[src/rtl/region_rmw_sequencer.sv]
// Avalon-MM read/update/write sequencer sweeping a 2-D grid of regions.
// Reads a region with pipelined reads, hands it off, writes back dirty words.
module region_rmw_sequencer #(
    parameter int DATA_W     = 16,
    parameter int ADDR_W     = 24,
    parameter int WORDS_X    = 2,
    parameter int WORDS_Y    = 2,
    parameter int ROW_STRIDE = 80,
    parameter int SWEEP_COLS = 79,
    parameter int SWEEP_ROWS = 479,
    parameter int STEP_X     = 1,
    parameter int STEP_Y     = 1,
    parameter int SKIP_CLEAN = 1
) (
    input  logic                          clock,
    input  logic                          reset,
    input  logic                          enable,
    output logic [ADDR_W-1:0]             mem_address,
    output logic                          mem_read,
    output logic                          mem_write,
    output logic [DATA_W-1:0]             mem_writedata,
    input  logic                          mem_waitrequest,
    input  logic                          mem_readdatavalid,
    input  logic [DATA_W-1:0]             mem_readdata,
    output logic [WORDS_X*WORDS_Y*DATA_W-1:0] region_data,
    input  logic [WORDS_X*WORDS_Y*DATA_W-1:0] new_region_data,
    output logic                          upd_start,
    input  logic                          upd_done,
    output logic [ADDR_W-1:0]             region_origin,
    output logic                          busy,
    output logic                          frame_done
);
    localparam int N  = WORDS_X * WORDS_Y;
    localparam int IW = (N > 1) ? $clog2(N) : 1;
    localparam int CW = $clog2(N + 1);
    localparam int XW = (SWEEP_COLS > 1) ? $clog2(SWEEP_COLS) : 1;
    localparam int YW = (SWEEP_ROWS > 1) ? $clog2(SWEEP_ROWS) : 1;
    localparam logic [XW-1:0] COL_LAST = XW'(SWEEP_COLS - 1);
    localparam logic [YW-1:0] ROW_LAST = YW'(SWEEP_ROWS - 1);
    localparam logic [CW-1:0] N_CNT    = CW'(N);
    localparam logic [IW-1:0] K_LAST   = IW'(N - 1);

    typedef enum logic [2:0] {
        IDLE, READ, DRAIN, UPDATE, WRITE, ADVANCE
    } state_t;

    state_t              state;
    logic [IW-1:0]       issue_cnt;
    logic [IW-1:0]       wr_idx;
    logic [CW-1:0]       rx_cnt;
    logic [XW-1:0]       col;
    logic [YW-1:0]       row;
    logic [ADDR_W-1:0]   row_base;
    logic [N*DATA_W-1:0] wbuf;
    logic [N-1:0]        mask;

    function automatic logic [ADDR_W-1:0] word_addr(
        input logic [ADDR_W-1:0] org,
        input int                k
    );
        return org + ADDR_W'((k / WORDS_X) * ROW_STRIDE + (k % WORDS_X));
    endfunction

    // {found, index} of the lowest set mask bit at or above from
    function automatic logic [IW:0] next_set(
        input logic [N-1:0] m,
        input int           from
    );
        logic [IW:0] r;
        r = '0;
        for (int i = N - 1; i >= 0; i--)
            if (i >= from && m[i])
                r = {1'b1, IW'(i)};
        return r;
    endfunction

    logic [N-1:0]      mask_new;
    logic [IW:0]       first_w;
    logic [IW:0]       next_w;
    logic [ADDR_W-1:0] nxt_origin;
    logic [ADDR_W-1:0] nxt_base;
    logic [XW-1:0]     nxt_col;
    logic [YW-1:0]     nxt_row;
    logic              wrap;

    always_comb begin
        mask_new = '0;
        for (int k = 0; k < N; k++)
            mask_new[k] = (SKIP_CLEAN == 0) ||
                (new_region_data[k*DATA_W +: DATA_W] !=
                 region_data[k*DATA_W +: DATA_W]);
        first_w = next_set(mask_new, 0);
        next_w  = next_set(mask, int'(wr_idx) + 1);
    end

    always_comb begin
        nxt_col    = col + 1'b1;
        nxt_row    = row;
        nxt_base   = row_base;
        nxt_origin = region_origin + ADDR_W'(STEP_X);
        wrap       = 1'b0;
        if (col == COL_LAST) begin
            nxt_col = '0;
            if (row != ROW_LAST) begin
                nxt_row    = row + 1'b1;
                nxt_base   = row_base + ADDR_W'(STEP_Y * ROW_STRIDE);
                nxt_origin = nxt_base;
            end else begin
                nxt_row    = '0;
                nxt_base   = '0;
                nxt_origin = '0;
                wrap       = 1'b1;
            end
        end
    end

    assign busy = (state != IDLE);

    always_ff @(posedge clock or posedge reset) begin
        if (reset) begin
            state         <= IDLE;
            issue_cnt     <= '0;
            wr_idx        <= '0;
            rx_cnt        <= '0;
            col           <= '0;
            row           <= '0;
            row_base      <= '0;
            wbuf          <= '0;
            mask          <= '0;
            mem_address   <= '0;
            mem_read      <= 1'b0;
            mem_write     <= 1'b0;
            mem_writedata <= '0;
            region_data   <= '0;
            region_origin <= '0;
            upd_start     <= 1'b0;
            frame_done    <= 1'b0;
        end else begin
            upd_start  <= 1'b0;
            frame_done <= 1'b0;
            // read data may trail the last request, so capture in READ and DRAIN
            if ((state == READ || state == DRAIN) &&
                mem_readdatavalid && rx_cnt != N_CNT) begin
                region_data[int'(rx_cnt)*DATA_W +: DATA_W] <= mem_readdata;
                rx_cnt <= rx_cnt + 1'b1;
            end
            unique case (state)
                IDLE: if (enable) begin
                    state       <= READ;
                    mem_read    <= 1'b1;
                    mem_address <= region_origin;
                    issue_cnt   <= '0;
                    rx_cnt      <= '0;
                end
                READ: if (!mem_waitrequest) begin
                    if (issue_cnt == K_LAST) begin
                        mem_read <= 1'b0;
                        state    <= DRAIN;
                    end else begin
                        issue_cnt   <= issue_cnt + 1'b1;
                        mem_address <= word_addr(region_origin,
                                                 int'(issue_cnt) + 1);
                    end
                end
                DRAIN: if (rx_cnt == N_CNT ||
                           (mem_readdatavalid && rx_cnt == N_CNT - 1'b1)) begin
                    state     <= UPDATE;
                    upd_start <= 1'b1;
                end
                UPDATE: if (upd_done) begin
                    wbuf  <= new_region_data;
                    mask  <= mask_new;
                    state <= WRITE;
                    if (first_w[IW]) begin
                        mem_write     <= 1'b1;
                        wr_idx        <= first_w[IW-1:0];
                        mem_address   <= word_addr(region_origin,
                                                   int'(first_w[IW-1:0]));
                        mem_writedata <= new_region_data[
                            int'(first_w[IW-1:0])*DATA_W +: DATA_W];
                    end
                end
                WRITE: if (!mem_write) begin
                    state      <= ADVANCE;
                    frame_done <= wrap;
                end else if (!mem_waitrequest) begin
                    if (next_w[IW]) begin
                        wr_idx        <= next_w[IW-1:0];
                        mem_address   <= word_addr(region_origin,
                                                   int'(next_w[IW-1:0]));
                        mem_writedata <= wbuf[
                            int'(next_w[IW-1:0])*DATA_W +: DATA_W];
                    end else begin
                        mem_write  <= 1'b0;
                        state      <= ADVANCE;
                        frame_done <= wrap;
                    end
                end
                ADVANCE: begin
                    col           <= nxt_col;
                    row           <= nxt_row;
                    row_base      <= nxt_base;
                    region_origin <= nxt_origin;
                    if (enable) begin
                        state       <= READ;
                        mem_read    <= 1'b1;
                        mem_address <= nxt_origin;
                        issue_cnt   <= '0;
                        rx_cnt      <= '0;
                    end else begin
                        state <= IDLE;
                    end
                end
                default: state <= IDLE;
            endcase
        end
    end
endmodule

[config.mk]
export PLATFORM = sky130hd
export DESIGN_NAME = region_rmw_sequencer
export DESIGN_NICKNAME = d
export VERILOG_FILES = /design/src/rtl/region_rmw_sequencer.sv
export SDC_FILE = /design/constraint.sdc
export NUM_CORES = 1
export LEC_CHECK = 0
export ABC_CLOCK_PERIOD_IN_PS = 11300
export CORE_MARGIN = 2
export CORE_UTILIZATION = 50
export CTS_CLUSTER_SIZE = 14
export DETAILED_ROUTE_END_ITERATION = 10
export DONT_BUFFER_PORTS = 1
export GPL_ROUTABILITY_DRIVEN = 0
export PLACE_DENSITY_LB_ADDON = 0.15
export SLEW_MARGIN = 0
export SYNTH_ARGS = -nofsm -noshare
export SYNTH_HDL_FRONTEND = slang
export SYNTH_SLANG_ARGS = --single-unit
[constraint.sdc]
create_clock -name clock -period 11.3 [get_ports clock]
set_input_delay 2.825 -clock clock [delete_from_list [all_inputs] [get_ports clock]]
set_output_delay 2.825 -clock clock [all_outputs]
set_load 0.02 [all_outputs]
# --- Word level (Yosys, flattened, before mapping) ---
# Index checks and enable logic that the tools add are counted.
totals:
  wordCells: 167
  mem_bits_ro: 0
  latch_bits: 0
  input_bits: 86
  ramBits: 0
  memories: 0
  output_inout_bits: 133
  reg_bits: 250
classes:
  reduce_logical: 23
  muxes: 70
  addsub: 16
  bitwise: 1
  order_cmp: 4
  n_div: 0
  eq_ne: 29
  shift: 4
  n_mul: 3
ops:
  columns: ["operator", "count"]
  rows:
  - ["$mux 24", 11]
  - ["$shiftx 64x7->16", 2]
  - ["$pmux 24 s5", 1]
  - ["$mux 16", 5]
  - ["$bwmux 64", 1]
  - ["$ne 16x16->1", 4]
  - ["$shift 16x33->64 const A", 1]
  - ["$shiftx 16x33->64", 1]
  - ["$mux 3", 19]
  - ["$add 24x9->24", 2]
  - ["$neg 7->33", 1]
  - ["$pmux 16 s2", 1]
  - ["$add 24x1->24 const B", 1]
  - ["$add 24x24->24", 1]
  - ["$add 24x7->24 const B", 1]
  - ["$add 8x1->9", 2]
  - ["$ne 2x2->1 const B", 9]
  - ["$pmux 3 s6", 1]
  - ["$mux 1", 17]
  - ["$mux 2", 8]
  - ["$add 11x2->12", 1]
  - ["$reduce_and 10->1", 1]
  - ["$add 9x1->9 const B", 1]
  - ["$eq 3x2->1 const B", 3]
  - ["other kinds (33)", 55]

# --- Depth between registers and ports, before layout ---
depth:
  depth_word: 14
  depth_mapped: 16
  mapped_depth_nobuf: 14

# --- Worst setup path before layout ---
# OpenSTA, ideal clock, no wires.
synth_timing:
  kind: "input to register"
  start: "input port new_region_data[3]"
  end: "register mem_address[20]"
  n_path_buf: 3
  arrival_ps: 5940
  required_ps: 11167
  setup_time_ps: 133
  path_stages: 16
  path_slack_ps: 5228
  path_cell_list: "xor2_1 nor4_1 and4_1 buf_4 and2_1 buf_2 buf_2 ha_1 ha_1 nand4_1 a211o_1 nor3_1 xor2_1 a2111o_1 o21ai_0 a221oi_1"
synth_via:
  elab_chain_len: 8
  elab_cells_between_ends: 10
  cone_classes: "add/sub: 2; mul: 1; eq/ne: 2; mux: 4; reduce/logical: 1"
synth_rtl:
  columns: ["item", "line", "rtl"]
  rows:
  - ["start, declared", "26", "input logic [WORDS_X*WORDS_Y*DATA_W-1:0] new_region_data,"]
  - ["$ne 16x16->1 (*)", "90", "(new_region_data[k*DATA_W +: DATA_W] !="]
  - ["$mux 3 (*)", "72", "if (i >= from && m[i])"]
  - ["$mul 1x3->4", "61", "return org + ADDR_W'((k / WORDS_X) * ROW_STRIDE + (k % WORDS_X));"]
  - ["$add 8x1->9", "61", null]
  - ["$add 24x9->24", "61", null]
  - ["$mux 24", "174", "if (first_w[IW]) begin"]
  - ["$mux 24", "170", "UPDATE: if (upd_done) begin"]
  - ["$pmux 24 s5", "147", "unique case (state)"]
  - ["end signal, assigned", "151", "mem_address <= region_origin;"]
  - ["end signal, assigned", "161", "mem_address <= word_addr(region_origin,"]
  - ["end signal, assigned", "177", "mem_address <= word_addr(region_origin,"]
  - ["end, declared", "18", "output logic [ADDR_W-1:0] mem_address,"]
# Every way passes the cells marked *; elsewhere a longest branch is shown, timed or not. The select of a mux whose other input is x is not followed.
# A chain may end at the register's enable or synchronous reset.

# --- Worst setup path after layout ---
layout_timing:
  start: "input port new_region_data[33]"
  end: "register mem_address[20]"
layout_via:
  elab_chain_len: 10
  elab_cells_between_ends: 12
  cone_classes: "add/sub: 2; mul: 1; eq/ne: 2; mux: 6; reduce/logical: 1"
layout_rtl:
  columns: ["item", "line"]
  rows:
  - ["$ne 16x16->1 (*)", "90"]
  - ["$mux 3 (*) (3 in a row)", "72"]
  - ["$mul 1x3->4", "61"]
  - ["$add 8x1->9", "61"]
  - ["$add 24x9->24", "61"]
  - ["$mux 24", "174"]
  - ["$mux 24", "170"]
  - ["$pmux 24 s5", "147"]
# Marks and branches as above.

==> flow_metrics.py <==
metrics = {
    "worst_setup_path": {
        "critical_path_arrival_ns": 6.90,
        "cp_slowest_cell": "nor4_1",
        "critPathCaptureType": "register",
        "slowest_delay_ns": 0.80,
        "crit_chain": "xor2_1 -> nor4_1 -> a41o_1 -> and2_1 -> ha_1 -> ha_1 -> nand4_1 -> a211o_1 -> nor3_1 -> xor2_1 -> a2111o_1 -> o21ai_0 -> a221oi_1",
        "crit_type": "primary input to register",
        "path_buf_inv": 0,
        "critPathRequiredTime_ns": 11.72,
        "critPathTopFamily": "compound AO/OA/AOI/OAI gates",
        "path_max_fanout": 15,
        "start_kind": "primary input",
    },
    "synth": {
        "yosysMostFrequentCell": "dfrtp_1",
        "synthCells": 1569,
        "synth_ff_type": "dfrtp_1",
        "synth_area_per_cell_um2": 9.48,
        "synth_edf_count": 0,
        "ys_seq_area_frac": 0.419,
        "ys_async_sr_fraction": 1.00,
        "synth_warnings": 0,
        "synth_area_leaders": "dfrtp_1, mux2_2, nand2_1",
        "netlist_area_um2": 14900,
        "ys_top_cells_by_count": "dfrtp_1, nand2_1, o21ai_0",
        "synth_area_leader_cell": "dfrtp_1",
        "yosysUniqueCellTypes": 84,
        "synth.ff_latch_count": 249,
        "synth_top_area_share": 0.419,
        "synth_fp_nets": 1682,
    },
    "clock_tree": {
        "numCtsBuffers": 29,
        "clk_pin_slew_ns": 0.06,
        "cts_max_path_buffers": 3,
        "insertion_delay_ns": 0.57,
        "postCtsSetupBuffers": 0,
        "htree_levels": 1,
        "cts_tree": "built",
        "postCtsHoldBufs": 0,
        "cts_resized": 0,
        "cts.sinks": 249,
        "cts-root-buf": "clkbuf_16",
    },
    "placement": {
        "portBuffers": 0,
        "dp_hpwl_mm": 34.9,
        "dp.cells": 1885,
    },
    "floorplan": {
        "die_area_um2": 31200,
        "ios": 219,
        "die_y_um": 177,
        "core_area_um2": 29500,
        "row_count": 63,
        "die_w_um": 177,
        "start_util": 0.505,
    },
    "global_routing": {
        "grt_pass1_vias": 12200,
        "grt_pass1_wl_mm": 74.3,
        "globalRouteOverflowTotal": 0,
        "grt_max_degree": 106,
        "antenna_found_initial": 0,
        "grt_use_total": 0.310,
    },
    "sta": {
        "relSlewSlack": 0.162,
        "final_max_slew_viol_count": 0,
        "setup_violations": 0,
        "max_slew.worst_pin.slew_ns": 1.25,
        "finalHoldViolCount": 0,
        "max_freq_mhz": 154,
        "finalCritPeriodShare": 0.574,
        "rsz0062_at_grt": "no",
        "fin_crit_ns": 6.49,
        "tns_ns": 0,
        "finClkSkew_ns": 0.0187,
    },
    "power_and_ir_drop": {
        "leakage_nw": 7.05,
        "power.density_nw_per_um2": 235,
        "ir_worst_vdd_mv": 0.163,
    },
    "route": {
        "ant_nets": 0,
        "drcViolationCount": 0,
        "drt_wl_total_mm": 48.8,
        "dr.pass1.iters": 5,
        "via_count": 12600,
        "drt_iter0_drc": 1346,
        "wl_per_cell_um": 25.2,
        "vias_per_cell": 6.49,
    },
    "status": {
        "status": "complete, no violations",
    },
    "finish": {
        "area_growth_pct": 8.53,
        "final_cells": 1938,
        "layout.nets": 1639,
        "drive_gt1_frac": 0.126,
        "diodes": 0,
        "fillerInstances": 2662,
    },
    "run": {
        "drv_cap": 0,
    },
    "min_path": {
        "hp-class": "register to register",
    },
}
-- metrics by stage --
stage	instance area [um^2]	hold slack [ns]	utilization	setup WS [ns]	power [mW]
global route	16200	0.505	0.548	4.62	3.99
finish	16200	0.485	0.548	4.81	3.80
global placement	15100	0.466	0.513	4.40	2.75
floorplan	14900	0.450	-	1.63	2.39
CTS	16200	0.489	0.548	4.95	3.79
detailed placement	15100	0.475	0.513	4.35	2.78
-- worst min-delay path, delay by kind of cell, from the launching register on --
kind	cells	cell delay (ns)
and+or+nand+nor	1	0.05
DFF	1	0.35
AOI/OAI and AO/OA	1	0.06
-- power breakdown --
group	internal (mW)	switching, mW	leakage [nW]	total [mW]
clock network	0.614	0.394	0.501	1.01
logic	0.490	0.750	3.30	1.24
registers	1.15	0.400	3.25	1.55
-- cell families after synthesis --
logic type	share of synthesized area
AND/OR/NAND/NOR	0.163
AO/OA/AOI/OAI	0.176
flip-flops	0.419
multiplexers	0.105
XOR/XNOR	0.0765
buffers and inverters	0.0371
adder cells (fa/ha/maj)	0.0227
-- flip-flops by register name, indices dropped and copies added, names as in the netlist, 2 cells and up --
register       flops
col                7
issue_cnt          2
mem_address       24
row                9
state              3
mem_writedata     16
region_data       64
row_base          24
region_origin     24
wbuf              64
rx_cnt             3
mask               3
wr_idx             2
-- layout by cell type, fill, tap and decap left out, types with 9 or more instances in the layout --
master,netlist,routed
o211ai_1,13,13
and2_1,11,11
mux2i_1,38,38
o22ai_1,19,19
nor2b_1,22,22
buf_4,3,21
ha_1,27,27
xnor2_1,40,40
nor4_1,15,15
a21oi_1,63,63
a21o_1,19,19
dfrtp_1,249,249
a31oi_1,17,17
o21ai_1,11,12
xor2_1,90,90
clkbuf_16,0,29
nand3_1,49,49
nor3_1,28,28
o21ai_0,115,114
o22a_1,9,9
nand4_1,29,29
nand2b_1,9,9
nand2_1,215,215
a211oi_1,19,19
o221ai_1,11,11
nor2_1,68,68
inv_1,29,28
o31ai_1,19,19
mux2_2,100,100
-- metal layers --
layer,global-route usage,up-vias,share of wire
li1,-,5635,-
met5,0,-,0
met4,0.111,0,0.039
met1,0.402,6152,0.40
met3,0.0911,113,0.10
met2,0.493,675,0.46
-- layout make-up --
type	instances	area, um^2	share of cell area
multi-input combinational	1194	8130	0.503
sequential	249	6230	0.386
clock buffer	39	803	0.0497
tap	390	488	0.0302
clock inverter	14	216	0.0134
timing repair buffer	21	158	0.00976
inverter	31	124	0.00767
-- path summary, 6_finish.rpt --
| check | start | end | slack (ns) | cells past startpoint |
|---|---|---|---|---|
| min reg2reg | wbuf[2] | wbuf[2] | 0.48 | 2 |
| min | wbuf[2] | wbuf[2] | 0.48 | 2 |
| max in group asynchronous | reset | mem_writedata[15] | 7.53 | 2 |
| max reg2reg | region_data[40] | mem_address[20] | 6.47 | 13 |
| min in group asynchronous | reset | region_data[10] | 2.25 | 1 |
| max | new_region_data[33] | mem_address[20] | 4.81 | 13 |
(Power assumes the default switching activity.)
